$ cat config.mk
export PLATFORM = sky130hd
export DESIGN_NAME = src_b_stage
export DESIGN_NICKNAME = d
export VERILOG_FILES = /design/src/rtl/src_b_stage.sv
export SDC_FILE = /design/constraint.sdc
export NUM_CORES = 1
export LEC_CHECK = 0
export BUFFER_PORTS_ARGS = -buffer_cell sky130_fd_sc_hd__buf_2
export CAP_MARGIN = 25
export CORE_ASPECT_RATIO = 1.4
export CORE_MARGIN = 2
export CORE_UTILIZATION = 48
export DETAILED_ROUTE_END_ITERATION = 10
export GPL_TIMING_DRIVEN = 1
export PLACE_DENSITY_LB_ADDON = 0.15
export SYNTH_ARGS = -nofsm -noshare
export SYNTH_HDL_FRONTEND = slang
export SYNTH_SLANG_ARGS = --single-unit
$ cat constraint.sdc
create_clock -name clk -period 1.9 [get_ports clk]
set_input_delay 0.19 -clock clk [delete_from_list [all_inputs] [get_ports clk]]
set_output_delay 0.19 -clock clk [all_outputs]
set_load 0.005 [all_outputs]
$ cat src/rtl/src_b_stage.sv
// rtl/src_b_stage.sv - B-operand source select/extend stage with a 2-entry output skid FIFO
module src_b_stage #(
   parameter int DATA_WIDTH = 32,
   parameter int IMM_WIDTH  = 16,
   parameter int INC_CONST  = 1
) (
   input  logic                  clk,
   input  logic                  rst,
   input  logic                  in_valid,
   output logic                  in_ready,
   input  logic [2:0]            sel,
   input  logic [DATA_WIDTH-1:0] reg_b,
   input  logic [IMM_WIDTH-1:0]  imm,
   output logic                  out_valid,
   input  logic                  out_ready,
   output logic [DATA_WIDTH-1:0] out_data,
   output logic                  out_err
);

   typedef enum logic [1:0] {
      EMPTY = 2'd0,
      ONE   = 2'd1,
      FULL  = 2'd2
   } state_t;

   localparam logic [DATA_WIDTH-1:0] INC_W = DATA_WIDTH'(INC_CONST);

   state_t                state_q, state_d;
   logic [DATA_WIDTH-1:0] head_data_q, head_data_d;
   logic [DATA_WIDTH-1:0] tail_data_q, tail_data_d;
   logic                  head_err_q, head_err_d;
   logic                  tail_err_q, tail_err_d;

   logic [DATA_WIDTH-1:0] imm_sext;
   logic [DATA_WIDTH-1:0] imm_zext;
   logic [DATA_WIDTH-1:0] new_data;
   logic                  new_err;
   logic                  push;
   logic                  pop;

   assign imm_sext = {{(DATA_WIDTH-IMM_WIDTH){imm[IMM_WIDTH-1]}}, imm};
   assign imm_zext = {{(DATA_WIDTH-IMM_WIDTH){1'b0}}, imm};

   always_comb begin
      new_data = '1;
      new_err  = 1'b0;
      case (sel)
         3'b000:  new_data = reg_b;
         3'b001:  new_data = INC_W;
         3'b010:  new_data = imm_sext;
         3'b011:  new_data = imm_zext;
         3'b100:  new_data = {imm_sext[DATA_WIDTH-3:0], 2'b00};
         default: begin
            new_data = '1;
            new_err  = 1'b1;
         end
      endcase
   end

   // Handshake flags depend on state only, so no input reaches out_* combinationally.
   assign in_ready  = (state_q != FULL);
   assign out_valid = (state_q != EMPTY);
   assign out_data  = head_data_q;
   assign out_err   = head_err_q;
   assign push      = in_valid && in_ready;
   assign pop       = out_valid && out_ready;

   always_comb begin
      state_d     = state_q;
      head_data_d = head_data_q;
      head_err_d  = head_err_q;
      tail_data_d = tail_data_q;
      tail_err_d  = tail_err_q;
      case (state_q)
         EMPTY: begin
            if (push) begin
               head_data_d = new_data;
               head_err_d  = new_err;
               state_d     = ONE;
            end
         end
         ONE: begin
            if (push && pop) begin
               head_data_d = new_data;
               head_err_d  = new_err;
            end else if (push) begin
               tail_data_d = new_data;
               tail_err_d  = new_err;
               state_d     = FULL;
            end else if (pop) begin
               state_d = EMPTY;
            end
         end
         FULL: begin
            if (pop) begin
               head_data_d = tail_data_q;
               head_err_d  = tail_err_q;
               state_d     = ONE;
            end
         end
         default: state_d = EMPTY;
      endcase
   end

   always_ff @(posedge clk or posedge rst) begin
      if (rst) begin
         state_q     <= EMPTY;
         head_data_q <= '0;
         head_err_q  <= 1'b0;
         tail_data_q <= '0;
         tail_err_q  <= 1'b0;
      end else begin
         state_q     <= state_d;
         head_data_q <= head_data_d;
         head_err_q  <= head_err_d;
         tail_data_q <= tail_data_d;
         tail_err_q  <= tail_err_d;
      end
   end

endmodule

* Yosys cells after proc, flatten, opt, wreduce, memory -nomap -nowiden
Cells that the tools add are included.
Storage, ports and cells: register bits 68, output and inout port bits 35, word-level logic and storage cells 45
Cells by class: eq/ne operators 12, muxes and demuxes 16, bitwise logic cells 1, reductions and logical operators 11
Operators by type and width (number):
- 32-bit one-hot mux with 5 select lines | 1
- 32-bit two-way mux | 3
- 32-bit one-hot mux with 3 select lines | 1
- 2-bit two-way mux | 5
- 2-bit inequality test, second input constant | 5
- 4-bit AND reduction | 2
- 3-bit by 2-bit == test with 1-bit output, second input constant | 2
- 2-bit one-hot mux with 3 select lines | 1
- 5-bit OR reduction | 1
- 1-bit two-way mux | 4
- 3-bit by 1-bit == test with 1-bit output, second input constant | 1
- 3-bit == test, second input constant | 1
- 1-bit logical AND | 3
- 3-bit zero test | 1
- 3-bit inequality test, second input constant | 1
- 1-bit one-hot mux with 3 select lines | 1
- 3-bit AND reduction | 1
- 3-bit nonzero test | 1
- 2-bit by 1-bit == test with 1-bit output, second input constant | 1
- 2-bit == test, second input constant | 1
- 2-bit zero test | 1
- 2-bit nonzero test | 1
- 1-bit NOT | 1

* Logic depth before layout (Yosys ltp)
Gate-level depths: netlist of run 1.
depth in word-level cells 6, gate-level depth with buffers 6, mapped depth without buffers 5

* Worst setup path after synthesis of run 1
Ideal clock, no wire load.
kind reg2reg, start register state_q[1], end register head_data_q[0] (netlist: out_data[0]), data arrival time 1.260 ns, data required time 1.775 ns, path slack 0.515 ns, stages on the path, launching flop included 5, period minus slack after synthesis 1.385 ns, path through dfrtp_1 and3b_1 a21oi_2 buf_4 mux2_2
Between the ends: longest elaborated chain between the ends 5
Ends and longest elaborated chain:
- from (decl) | RTL line 28 | state_t state_q, state_d;
- from (signal assigned) | RTL line 113 | state_q <= state_d;
- 2-bit inequality test / 2-bit nonzero test (equally long branches) | RTL line 61, 62
- 1-bit logical AND, on equally long branches | RTL line 65, 66
- 1-bit logical AND | RTL line 83 | if (push && pop) begin
- 2-bit inequality test (no source line)
- 4-bit AND reduction (no source line)
- to (signal assigned) | RTL line 114 | head_data_q <= head_data_d;
- to (decl) | RTL line 29 | logic [DATA_WIDTH-1:0] head_data_q, head_data_d;
Parallel ways exist; a longest one is shown, timed or not. A chain may end at the register's enable or synchronous reset.

* Final worst setup path of run 1
start register state_q[1], end output out_valid
Between the ends: longest elaborated chain between the ends 1
Ends and longest elaborated chain:
- 2-bit nonzero test | RTL line 62 | assign out_valid = (state_q != EMPTY);
- to (decl) | RTL line 14 | output logic out_valid,
Every way passes these cells.

==> metrics.txt, run 1 <==
clock-pin slew on the worst setup and hold paths=0.07 ns; Setup violations, final=0; clock skew=0.00993 ns; Pre-antenna DRT Iters=4; Post-synth EDFFs=0; worst-path cell chain=buf_4 > or2_2 > buf_2; register area=1700 um^2; Die Width=75.4 um; first-pass GRT wire length=13.7 mm; CP max stage delay=0.49 ns; Yosys top cell by area=dfrtp_1; multi-input logic area=1540 um^2; Root Driver=clkbuf_8; Yosys reg bits=68; Post-route DRC=0; hold depth=3; PD cells=1140 nW/um^2; leakage=2.00 nW; worst slew pin tran=0.580 ns; die area=7840 um^2; Initial DRC Count=115; most frequent cell after synthesis=dfrtp_1; via count=2,908; post-synth cell types=34; flop2flop setup slack=0.29 ns; GR Util All Layers=22.5%; fin nets=480; final RePlAce weighted congestion=0.800; IO Count=90; worst vdd ir=0.507 mV; CTS buffer count=9; Yosys warnings=0; Die Y-Extent=104 um; setup bufs post-CTS=0; share of layout cells above drive strength 1=31.4%; drt total wl=8.16 mm; initial antenna violation count=0; worst reg2reg startpoint=state_q[1]; overall power=4.74 mW; final instance area=4170 um^2; ys flop type=dfrtp_1; period utilization=89.3%; Mapped Avg Cell Area=10.0 um^2; crit path launch type=flip-flop; starting density of the core=49.4%; CTS tree=built; Core ar.=6940 um^2; Post-Syn Nets=397; worst endpoint data arrival time=1.51 ns; ANT nets after route=0; Fin Setup TNS=0 ns; crit path max fanout=16; MaxCap Viol Count=0; gr ovfl total=0; synthesized area=3430 um^2; Hold Crit Class=input pin to flip-flop; top cell family by delay on the critical path=flip-flops; post-synth top area share=49.7%; CTS max path bufs=2; hold path startpoint=imm[7]; fin util=60.1%; WHS Endpoint=out_data[9]; top cells by area, synth=dfrtp_1 (50%), and4b_1 (8.8%), o31ai_1 (6.6%), o21ai_0 (6.1%), a21oi_1 (5.0%); vias in the first global route=2,808; P&R area growth vs syn=21.7%; crit path capture type=output pin; status=complete, no violations; Post-synth top cells=dfrtp_1 (68), o21ai_0 (42), nand2_1 (36); Synth Instances=342; H-tree depth=3; share of flip-flops with an asynchronous set or reset=100%; Crit-path slowest cell=dfrtp_1; Fin. Hold Viols=0; number of diodes=0; FF-to-FF End=out_data[9]; port bufs=89; fmax=0.589 GHz; Final Critical Period=1.70 ns; RSZ-0062 raised after global routing=false; CTS Sinks=68; post-detail-place hpwl=5.95 mm; Slew Limit Fails=0; largest net degree at the start of global routing=34; Worst Path Buf+Inv=2; Placed Area=3960 um^2; via-per-instance ratio=5.54; max_slew headroom=61.3%; sequential cell area fraction in the yosys report=49.7%; Rows=36; Crit Path Category=flip-flop to output pin; Clock Latency Late Sink=0.35 ns; Worst EP required=1.71 ns; Avg WL per Cell=15.5 um; # fillers=637; R2R depth=5
-- state kept, by name, indices dropped and copies added (netlist names) --
name and flops:
state_q 2, tail_err_q 1, out_err 1, tail_data_q 32
out_data 32
-- cell families (layout without fill, tap and decap cells) --
family	count (synthesis)	after routing	share of synthesized area (%)
flip-flops	68	68	49.7
buffers and inverters	35	123	5.48
multiplexers	1	1	0.329
AND/OR/NAND/NOR	99	99	18.1
AO/OA/AOI/OAI	139	139	26.4
-- final cells by class --
type / count / share of cell area, %
clock buffers: 12 / 3.72
multi-input cells: 239 / 37.0
well taps: 95 / 2.85
repair buffers: 104 / 14.0
clock inverters: 4 / 1.14
flip-flops and latches: 68 / 40.8
inverters: 3 / 0.360
-- routing by layer --
metal	global-route usage [%]	routed length [um]
met1	29.4	3470
met5	0	0
met2	36.1	4060
met4	9.65	164
met3	3.59	464
-- cell usage in the layout, fill, tap and decap left out, types with 2 or more instances in the layout --
cell type	n
o21ai_1	10
clkinv_2	2
a21oi_1	34
nand2_1	36
and4b_1	30
nor2b_2	2
buf_4	12
clkbuf_8	11
or2_2	3
dfrtp_1	68
buf_12	2
nor2_1	20
a221o_1	14
nor2b_1	2
buf_2	89
o21ai_0	42
o31ai_1	30
clkinvlp_4	2
-- report_power, final --
group	total [mW]	internal, mW	switching [mW]
Combinational	1.29	0.612	0.673
Sequential	2.25	1.98	0.268
Clock	1.21	0.674	0.533
-- worst max path at each step --
| stage | startpoint | end | slack, ns | cells past startpoint |
|---|---|---|---|---|
| 5_1_grt | state_q[1] | out_valid | 0.11 | 3 |
| 3_3_place_gp | sel[2] | tail_data_q[31] | 0.29 | 4 |
| 3_5_place_dp | sel[2] | tail_data_q[29] | 0.23 | 4 |
| 6_report | state_q[1] | out_valid | 0.20 | 3 |
| 4_1_cts | state_q[1] | out_valid | 0.18 | 3 |
| 2_1_floorplan | state_q[1] | out_data[0] | 0.52 | 4 |
-- per-stage QoR --
stage                     setup slack (ns)  hold WS (ns)  cells
after floorplan                      0.515         0.347    342
after detailed placement             0.233         0.284    508
after CTS                            0.180         0.160    525
final                                0.203         0.170    525
after global placement               0.291         0.282    508
after global routing                 0.115         0.185    525
-- timing repair --
item	4_1_cts	5_1_grt
hold endpoints to repair	23	0
hold buffers	1	0
gates resized for setup	0	0
-- worst min-delay path, cell delays in order --
cell,delay [ns]
buf_2,0.09
o21ai_1,0.07
o21ai_0,0.13
Power figures use the tool's default switching activity.
==> inputs of run 2 (changes only) <==
- CORE_UTILIZATION: 48 -> 57
- CTS_CLUSTER_DIAMETER: not set -> 200
- clock period: 1.9 -> 2 ns (I/O delays scaled with it)
==> metrics.txt, run 2 (synthesis results as in run 1) <==
gr ovfl total=0; ANT nets after route=0; first-pass GRT wire length=12.9 mm; Core ar.=5820 um^2; IO Count=90; CTS max path bufs=2; Worst EP required=1.80 ns; Fin Setup TNS=0 ns; port bufs=89; worst slew pin tran=0.552 ns; worst endpoint data arrival time=1.54 ns; Hold Crit Class=input pin to flip-flop; RSZ-0062 raised after global routing=false; top cell family by delay on the critical path=flip-flops; leakage=1.98 nW; fmax=0.576 GHz; worst setup path startpoint=state_q[0]; starting density of the core=58.8%; clock-pin slew on the worst setup and hold paths=0.07 ns; Crit Path Category=flip-flop to output pin; via-per-instance ratio=5.87; share of layout cells above drive strength 1=30.9%; Initial DRC Count=233; Clock Latency Late Sink=0.34 ns; worst-path cell chain=buf_4 > or2_2 > buf_2; crit path max fanout=23; max_slew headroom=63.1%; GR Util All Layers=24.7%; multi-input logic area=1540 um^2; final instance area=4080 um^2; setup bufs post-CTS=0; Placed Area=3910 um^2; period utilization=86.9%; Rows=33; Worst Path Buf+Inv=2; clock skew=0.00867 ns; initial antenna violation count=0; Final Critical Period=1.74 ns; Die Width=69.5 um; Die Y-Extent=95.7 um; crit path launch type=flip-flop; post-detail-place hpwl=5.61 mm; Avg WL per Cell=15.8 um; crit path capture type=output pin; status=complete, no violations; Fin. Hold Viols=0; Slew Limit Fails=0; drt total wl=7.87 mm; Post-route DRC=0; leading cell type in the layout, fill and taps excluded=buf_2; die area=6660 um^2; fin nets=479; P&R area growth vs syn=19.1%; via count=2,918; number of diodes=0; Setup violations, final=0; CP max stage delay=0.51 ns; CTS tree=built; most frequent cells in the layout=buf_2 (89), dfrtp_1 (68), o21ai_0 (42); largest net degree at the start of global routing=39; CTS Sinks=68; vias in the first global route=2,720; worst vdd ir=0.538 mV; final RePlAce weighted congestion=0.737; Root Driver=clkbuf_8; CTS buffer count=9; hold path startpoint=reg_b[30]; worst reg2reg startpoint=state_q[0]; Crit-path slowest cell=dfrtp_1; # fillers=452; MaxCap Viol Count=0; Pre-antenna DRT Iters=4; register area=1700 um^2; PD cells=1050 nW/um^2; H-tree depth=3
-- run 2: stage by stage --
step	power [mW]	util (%)	worst slack [ns]	hold slack, ns	std cells
after floorplan	2.87	-	0.0885	0.405	342
after global placement	3.33	67.2	0.439	0.272	482
after detailed placement	3.39	67.2	0.397	0.271	482
after CTS	4.34	70.1	0.259	0.182	497
after global routing	4.61	70.1	0.210	0.192	497
final	4.30	70.1	0.263	0.192	497
-- run 2: cell type report --
type                    count  share of cell area, %
repair buffers            103                   14.2
clock inverters             3                  0.368
inverters                   3                  0.276
well taps                  70                   2.15
clock buffers              11                   3.47
flip-flops and latches     68                   41.7
multi-input cells         239                   37.9
-- run 2: final timing paths --
check,slack (ns),to,depth (start not counted)
worst min-delay path,0.19,tail_data_q[30],3
worst max register to register,0.37,tail_data_q[31],4
max in group asynchronous,0.87,tail_data_q[3],4
worst max-delay path,0.26,out_valid,3
min in group asynchronous,0.46,tail_data_q[19],3
worst min register to register,0.47,tail_data_q[22],2
-- run 2: worst register-to-register path: cells and delay by family (launching register included) --
kind / cells / cell delay [ns]
compound gates: 1 / 0.25
buf+inv: 1 / 0.23
flops: 1 / 0.55
simple gates: 2 / 0.50
-- run 2: where the power goes --
part,switching [mW],total (mW),internal (mW)
registers,0.270,2.15,1.88
logic,0.636,1.22,0.580
clock network,0.475,0.938,0.464
-- run 2: repair_timing --
| item | 4_1_cts | 5_1_grt |
|---|---|---|
| hold buffers | 1 | 0 |
| resized for setup | 0 | 0 |
| endpoints found under the hold margin | 23 | 0 |
-- run 2: metal layers --
metal  routed length, um  share of wire, %  global-route usage, %  up-vias
met5                   0                 0                      0        -
met4                 113               1.4                   9.48        0
met3                 338               4.3                   5.13        8
met2                4140                53                   42.9       80
met1                3280                42                   30.6     1394
li1                    -                 -                      -     1436
